==> src/rtl/dm_sb_master.sv <==
// dm_sb_master: debug-module system bus master; turns SBA register pulses into single 8/16/32-bit bus transactions.
// Latency: trigger to dbg_req 1 cycle; trigger to read data valid 3 cycles with a zero-wait fabric.
// Backpressure: dbg_req held until dbg_ready; triggers while busy set sbbusyerror. DM_SB_TIMEOUT_EN adds a REQ/RESP timeout.
module dm_sb_master #(
  parameter int ADDR_WIDTH     = 32,
  parameter int DATA_WIDTH     = 32,
  parameter int TIMEOUT_CYCLES = 1023
) (
  input  logic                  sys_clk,
  input  logic                  sys_rst,
  input  logic [ADDR_WIDTH-1:0] sbaddress0,
  input  logic                  sbaddress0_update,
  input  logic [DATA_WIDTH-1:0] sbdata0,
  input  logic                  sbdata0_update,
  input  logic                  sbdata0_rd,
  input  logic                  sbreadonaddr,
  input  logic [2:0]            sbaccess,
  input  logic [2:0]            sberror_w1,
  input  logic                  sbbusyerror_w1,
  output logic [DATA_WIDTH-1:0] system_bus_read_data,
  output logic                  system_bus_read_data_valid,
  output logic                  sbbusy,
  output logic [2:0]            sberror,
  output logic                  sbbusyerror,
  output logic                  dbg_req,
  output logic [ADDR_WIDTH-1:0] dbg_addr,
  output logic                  dbg_wr,
  output logic [3:0]            dbg_be,
  output logic [DATA_WIDTH-1:0] dbg_wdata,
  input  logic                  dbg_ready,
  input  logic                  dbg_rvalid,
  input  logic [DATA_WIDTH-1:0] dbg_rdata,
  input  logic                  dbg_resp_err
);

  typedef enum logic [1:0] {
    IDLE = 2'd0,
    REQ  = 2'd1,
    RESP = 2'd2
  } state_t;

  localparam logic [2:0] ERR_TIMEOUT = 3'd1;
  localparam logic [2:0] ERR_BUS     = 3'd2;
  localparam logic [2:0] ERR_ALIGN   = 3'd3;
  localparam logic [2:0] ERR_SIZE    = 3'd4;

  // The timeout counter is 16 bits wide, so the limit must fit in it.
  if (TIMEOUT_CYCLES < 1 || TIMEOUT_CYCLES > 65535) begin : g_bad_timeout
    $error("dm_sb_master: TIMEOUT_CYCLES must be in 1..65535");
  end

  state_t      state;
  state_t      state_next;
  logic        wr_trig;
  logic        rd_trig;
  logic        any_trig;
  logic        blocked;
  logic        size_bad;
  logic        align_bad;
  logic        start;
  logic        busy_set;
  logic        err_set;
  logic [2:0]  err_code;
  logic        rd_ok;
  logic        timeout;
  logic [3:0]  be_c;
  logic [31:0] wdata_c;
  logic [31:0] rshift;
  logic [31:0] rdata_c;
  logic [1:0]  lane_q;
  logic [1:0]  size_q;

  // Trigger decode: a write trigger takes priority over a simultaneous read trigger.
  assign wr_trig   = sbdata0_update;
  assign rd_trig   = sbdata0_rd | (sbaddress0_update & sbreadonaddr);
  assign any_trig  = wr_trig | rd_trig;
  assign blocked   = (sberror != 3'd0) | sbbusyerror;
  assign size_bad  = (sbaccess > 3'd2);
  assign align_bad = ((sbaccess == 3'd1) && sbaddress0[0]) ||
                     ((sbaccess == 3'd2) && (sbaddress0[1:0] != 2'b00));
  assign sbbusy    = (state != IDLE);

`ifdef DM_SB_TIMEOUT_EN
  localparam logic [15:0] TMO_LAST = 16'(TIMEOUT_CYCLES - 1);
  logic [15:0] tmo_cnt;

  // Wait counter: restarts on every state change, runs while REQ or RESP is waiting.
  always_ff @(posedge sys_clk or posedge sys_rst) begin
    if (sys_rst)                  tmo_cnt <= '0;
    else if (state_next != state) tmo_cnt <= '0;
    else if (state != IDLE)       tmo_cnt <= tmo_cnt + 16'd1;
  end

  assign timeout = (state != IDLE) && (tmo_cnt == TMO_LAST);
`else
  assign timeout = 1'b0;
`endif

  // Lane placement for the request: byte enables and replicated write data.
  always_comb begin
    be_c    = 4'b0000;
    wdata_c = 32'd0;
    case (sbaccess)
      3'd0: begin
        be_c    = 4'b0001 << sbaddress0[1:0];
        wdata_c = {4{sbdata0[7:0]}};
      end
      3'd1: begin
        be_c    = sbaddress0[1] ? 4'b1100 : 4'b0011;
        wdata_c = {2{sbdata0[15:0]}};
      end
      3'd2: begin
        be_c    = 4'b1111;
        wdata_c = sbdata0[31:0];
      end
      default: ;
    endcase
  end

  // Read return: shift the addressed lane down and zero the bytes outside the access size.
  always_comb begin
    rshift  = dbg_rdata[31:0] >> {lane_q, 3'b000};
    rdata_c = rshift;
    case (size_q)
      2'd0:    rdata_c = {24'd0, rshift[7:0]};
      2'd1:    rdata_c = {16'd0, rshift[15:0]};
      default: rdata_c = rshift;
    endcase
  end

  // State register.
  always_ff @(posedge sys_clk or posedge sys_rst) begin
    if (sys_rst) state <= IDLE;
    else         state <= state_next;
  end

  // Next state plus the error/launch/return events for this cycle.
  always_comb begin
    state_next = state;
    start      = 1'b0;
    busy_set   = 1'b0;
    err_set    = 1'b0;
    err_code   = 3'd0;
    rd_ok      = 1'b0;
    case (state)
      IDLE: begin
        if (any_trig && !blocked) begin
          if (size_bad) begin
            err_set  = 1'b1;
            err_code = ERR_SIZE;
          end else if (align_bad) begin
            err_set  = 1'b1;
            err_code = ERR_ALIGN;
          end else begin
            start      = 1'b1;
            state_next = REQ;
          end
        end
      end
      REQ: begin
        if (dbg_ready) begin
          state_next = RESP;
        end else if (timeout) begin
          err_set    = 1'b1;
          err_code   = ERR_TIMEOUT;
          state_next = IDLE;
        end
      end
      RESP: begin
        if (dbg_rvalid) begin
          state_next = IDLE;
          if (dbg_resp_err) begin
            err_set  = 1'b1;
            err_code = ERR_BUS;
          end else if (!dbg_wr) begin
            rd_ok = 1'b1;
          end
        end else if (timeout) begin
          err_set    = 1'b1;
          err_code   = ERR_TIMEOUT;
          state_next = IDLE;
        end
      end
      default: state_next = IDLE;
    endcase
    if ((state != IDLE) && any_trig && !blocked) busy_set = 1'b1;
  end

  // Sticky status: a new error or busy violation wins over a same-cycle clear.
  always_ff @(posedge sys_clk or posedge sys_rst) begin
    if (sys_rst) begin
      sberror     <= 3'd0;
      sbbusyerror <= 1'b0;
    end else begin
      if (err_set) sberror <= err_code;
      else         sberror <= sberror & ~sberror_w1;
      if (busy_set) sbbusyerror <= 1'b1;
      else          sbbusyerror <= sbbusyerror & ~sbbusyerror_w1;
    end
  end

  // Bus request registers: captured once at launch, request held through REQ.
  always_ff @(posedge sys_clk or posedge sys_rst) begin
    if (sys_rst) begin
      dbg_req   <= 1'b0;
      dbg_addr  <= '0;
      dbg_be    <= 4'd0;
      dbg_wdata <= '0;
      dbg_wr    <= 1'b0;
      lane_q    <= 2'd0;
      size_q    <= 2'd0;
    end else begin
      dbg_req <= (state_next == REQ);
      if (start) begin
        dbg_addr  <= {sbaddress0[ADDR_WIDTH-1:2], 2'b00};
        dbg_be    <= be_c;
        dbg_wdata <= DATA_WIDTH'(wdata_c);
        dbg_wr    <= wr_trig;
        lane_q    <= sbaddress0[1:0];
        size_q    <= sbaccess[1:0];
      end
    end
  end

  // Read result register and its one-cycle qualifier.
  always_ff @(posedge sys_clk or posedge sys_rst) begin
    if (sys_rst) begin
      system_bus_read_data       <= '0;
      system_bus_read_data_valid <= 1'b0;
    end else begin
      system_bus_read_data_valid <= rd_ok;
      if (rd_ok) system_bus_read_data <= DATA_WIDTH'(rdata_c);
    end
  end

endmodule

==> config.mk <==
export PLATFORM = sky130hd
export DESIGN_NAME = dm_sb_master
export DESIGN_NICKNAME = d
export VERILOG_FILES = /design/src/rtl/dm_sb_master.sv
export SDC_FILE = /design/constraint.sdc
export NUM_CORES = 1
export LEC_CHECK = 0
export ABC_AREA = 1
export CAP_MARGIN = 15
export CORE_ASPECT_RATIO = 2
export CORE_MARGIN = 2
export CORE_UTILIZATION = 47
export DETAILED_ROUTE_END_ITERATION = 10
export PLACE_DENSITY_LB_ADDON = 0.2
export SYNTH_ARGS = -nofsm -noshare
export SYNTH_HDL_FRONTEND = slang
export SYNTH_SLANG_ARGS = --single-unit
==> constraint.sdc <==
create_clock -name sys_clk -period 11.5 [get_ports sys_clk]
set_clock_uncertainty 0.2 [all_clocks]
set_input_delay 2.3 -clock sys_clk [delete_from_list [all_inputs] [get_ports sys_clk]]
set_output_delay 2.3 -clock sys_clk [all_outputs]
set_load 0.05 [all_outputs]
==> metrics.md <==
| Metric | Value |
|---|---|
| Non-filler cells, final | `1043` |
| Clock Pin Slew Worst Setup and Hold Paths | `0.07 ns` |
| Leftover overflow at the end of global routing | `0` |
| Result of the run | `finished clean` |
| Final routed wire length divided by cell count | `15.4 um` |
| Fin crit period | `4.77 ns` |
| Clock Tree Buf Depth | `2` |
| Worst IR Drop VDD | `0.180 mV` |
| Initial standard-cell utilization of the core | `0.482` |
| Worst path slowest cell | `clkdlybuf4s50_1` |
| Accumulated negative setup slack | `0 ns` |
| Critical Path, Cell by Cell | `clkdlybuf4s50_1, nor2_1, nand3_1, nand3_1, nor2_2, nand2_1, nand2_1, nand2_1` |
| Root Buffer | `clkbuf_16` |
| Hold Violations, Final | `0` |
| Final period utilization | `0.415` |
| Final weighted congestion in routability-driven placement | `0.948` |
| Crit-path max cell delay | `0.66 ns` |
| Via count of the first global-routing pass | `5375` |
| Total clock buffers created by CTS | `9` |
| Boundary pin count | `220` |
| Type of the most critical hold path | `reg -> reg` |
| Drt initial violations | `332` |
| Worst Hold Margin | `0.272 ns` |
| Number of storage elements in the synthesis netlist | `111` |
| Layout cells sized above 1 | `0.0432` |
| Cells after Synth | `698` |
| Net switching power | `1.10 mW` |
| Depth of the most critical reg-to-reg path | `5` |
| Combinational group share of total power | `0.565` |
| Pin count of the biggest net entering global routing | `71` |
| First-pass GRT wire length | `25700 um` |
| Power density cells | `282 mW/mm^2` |
| Count of buffers inserted at the top-level ports | `217` |
| Design internal power | `1.10 mW` |
| Worst Setup Path Type | `in -> reg` |
| Antenna violations before repair | `0` |
| Worst skew pair latency | `0.33 ns` |
| Number of distinct standard cells referenced by the synthesized netlist | `25` |
| CP Data Arrival Time | `4.78 ns` |
| MaxCap Viol Count | `0` |
| CTS tree | `built` |
| Type of element capturing the critical path | `flop` |
| Peak Freq | `0.210 GHz` |
| Buffers plus inverters on the worst setup path | `1` |
| Final Worst Setup Slack | `6.73 ns` |
| Syn Area/Cell | `7.56 um^2` |
| Share of the core filled with cells | `0.714` |
| Most used cell, CP | `nand2_1` |
| Design Area, Final | `0.00781 mm^2` |
| Worst slack after detailed placement | `6.40 ns` |
| Cell area after synthesis | `0.00528 mm^2` |
| Standard cell core area | `0.0109 mm^2` |
| Fraction of power spent switching nets | `0.500` |
| Cell row count | `54` |
| Biggest fanout along the worst timing path | `21` |
| Count of antenna diodes in the layout | `0` |
| Fin nets | `1010` |
| Dpl cells | `1026` |
| Leakage | `3.89 nW` |
| Relative slew slack | `0.256` |
| Estimated wirelength of the detail-placed design | `12600 um` |
| Setup repair after global routing missed its margin | `false` |
| Number of post-CTS setup repair buffers | `0` |
| Yosys warning total | `0` |
| Via count | `5286` |
| Number of sinks driven by the clock tree | `111` |
| Transition time at the pin with the least slew margin | `1.11 ns` |
| Vertical die dimension | `154 um` |
| Detailed-route DRC error count | `0` |
| Number of stages on the worst hold path | `2` |
| Cell count along the critical path | `8` |
| Required @ worst endpoint | `11.52 ns` |
| Crit path max-delay family | `simple AND/OR/NAND/NOR gates` |
| CTS HTree Levels | `3` |
| Post-detailed-placement cell area | `0.00748 mm^2` |
| Count of final setup violators | `0` |
| Width of the die | `78.9 um` |
| Count of cells resized by post-cts repair | `0` |
| Wirelength, routed | `16100 um` |
| Final Max Tran Viols | `0` |
| Part of the power in the clock network | `0.143` |
| Worst setup slack for register-to-register paths | `8.42 ns` |
| Seq/Total Area, Yosys | `0.526` |
| Total die area | `0.0121 mm^2` |
| Overall power consumption | `2.21 mW` |
| ANT nets after route | `0` |
| Number of hold buffers added after CTS | `0` |
| Area Overhead vs Synth | `48.0%` |
| Flop pwr share | `0.292` |
| Startpoint type of the worst setup path | `input port` |
| Overall Global Routing Usage | `0.273` |
| Vias per Instance | `5.07` |
| Initial DRT Pass Iterations | `5` |
cells in the final DEF, fill, tap and decap left out, types with 2 or more instances in the layout:
cell type / instances
nor2_2: 4
o21ai_0: 38
clkdlybuf4s50_1: 217
nor2_1: 18
clkinv_1: 3
inv_1: 30
a21oi_1: 12
nand2_1: 359
nand3_1: 66
inv_6: 3
clkbuf_16: 9
o211ai_1: 4
nor2_4: 2
inv_2: 2
or2_2: 5
clkinv_2: 2
dfrtp_1: 111
nand3_2: 2
conb_1: 2
buf_4: 3
cells in the mapped netlist:
master | instances | area [um^2]
or2_2 | 5 | 31.3
nor2_1 | 18 | 67.6
buf_2 | 15 | 75.1
a21oi_1 | 12 | 60.1
o21ai_0 | 38 | 190
inv_1 | 31 | 116
nand2_2 | 1 | 6.26
o31ai_1 | 1 | 7.51
nand3_1 | 66 | 330
nor2_2 | 4 | 25.0
nand3_4 | 1 | 17.5
clkbuf_1 | 10 | 37.5
nand2_1 | 359 | 1350
clkinv_1 | 3 | 11.3
nand4_1 | 1 | 6.26
conb_1 | 1 | 3.75
o211ai_1 | 4 | 30.0
o22ai_1 | 1 | 6.26
dfrtp_1 | 111 | 2780
a21oi_4 | 1 | 16.3
buf_4 | 8 | 60.1
o21ai_1 | 1 | 5.00
nor2_4 | 2 | 22.5
nand3_2 | 2 | 20.0
inv_2 | 2 | 7.51
logic make-up after synthesis:
kind of cell / share of synthesized area
simple gates: 0.355
flops: 0.526
buf+inv: 0.0583
compound gates: 0.0597
other cells: 0.000710
cell type report:
cell class                 count  area [um^2]
clock buffer                   9          225
clock inverter                 7         77.6
fill                         940         3130
inverter                      36          138
multi-input combinational    519         2200
sequential                   111         2780
tap                          140          175
timing repair buffer         221         2220
worst paths after layout:
check,from,to
worst min register to register,dbg_addr[22],dbg_addr[22]
min in group asynchronous,sys_rst,system_bus_read_data[20]
worst max-delay path,sbaccess[0],dbg_wdata[10]
worst min-delay path,dbg_addr[22],dbg_addr[22]
worst max register to register,lane_q[0],system_bus_read_data[6]
max in group asynchronous,sys_rst,size_q[0]
sequential cells by signal, summed over array words and instances, names as in the netlist:
| name | count |
|---|---|
| state | 2 |
| dbg_wr | 1 |
| size_q | 2 |
| system_bus_read_data | 32 |
| lane_q | 2 |
| system_bus_read_data_valid | 1 |
| dbg_req | 1 |
| sberror | 3 |
| dbg_wdata | 32 |
| sbbusyerror | 1 |
| dbg_be | 4 |
| dbg_addr | 30 |
layer usage:
metal	up-vias	share of wire	track usage
met5	-	0	0
met3	52	0.057	0.0475
met2	242	0.53	0.497
met4	0	0.058	0.158
met1	2410	0.35	0.286
li1	2582	-	-
power groups by stage:
stage | sequential [mW] | combinational (mW) | clock [mW]
after floorplan | 1.11 | 0.343 | 0
after global routing | 0.665 | 1.33 | 0.342
after global placement | 0.643 | 1.23 | 0
final | 0.644 | 1.25 | 0.315
after CTS | 0.643 | 1.25 | 0.322
after detailed placement | 0.646 | 1.25 | 0
worst register-to-register path, cell delays in order, from the launching register on:
cell and delay [ns]:
dfrtp_1 0.98, clkinv_1 0.91, o21ai_0 0.38, inv_1 0.13
o21ai_0 0.21, o21ai_0 0.13
Note: power is estimated with default switching activity, not from simulation.
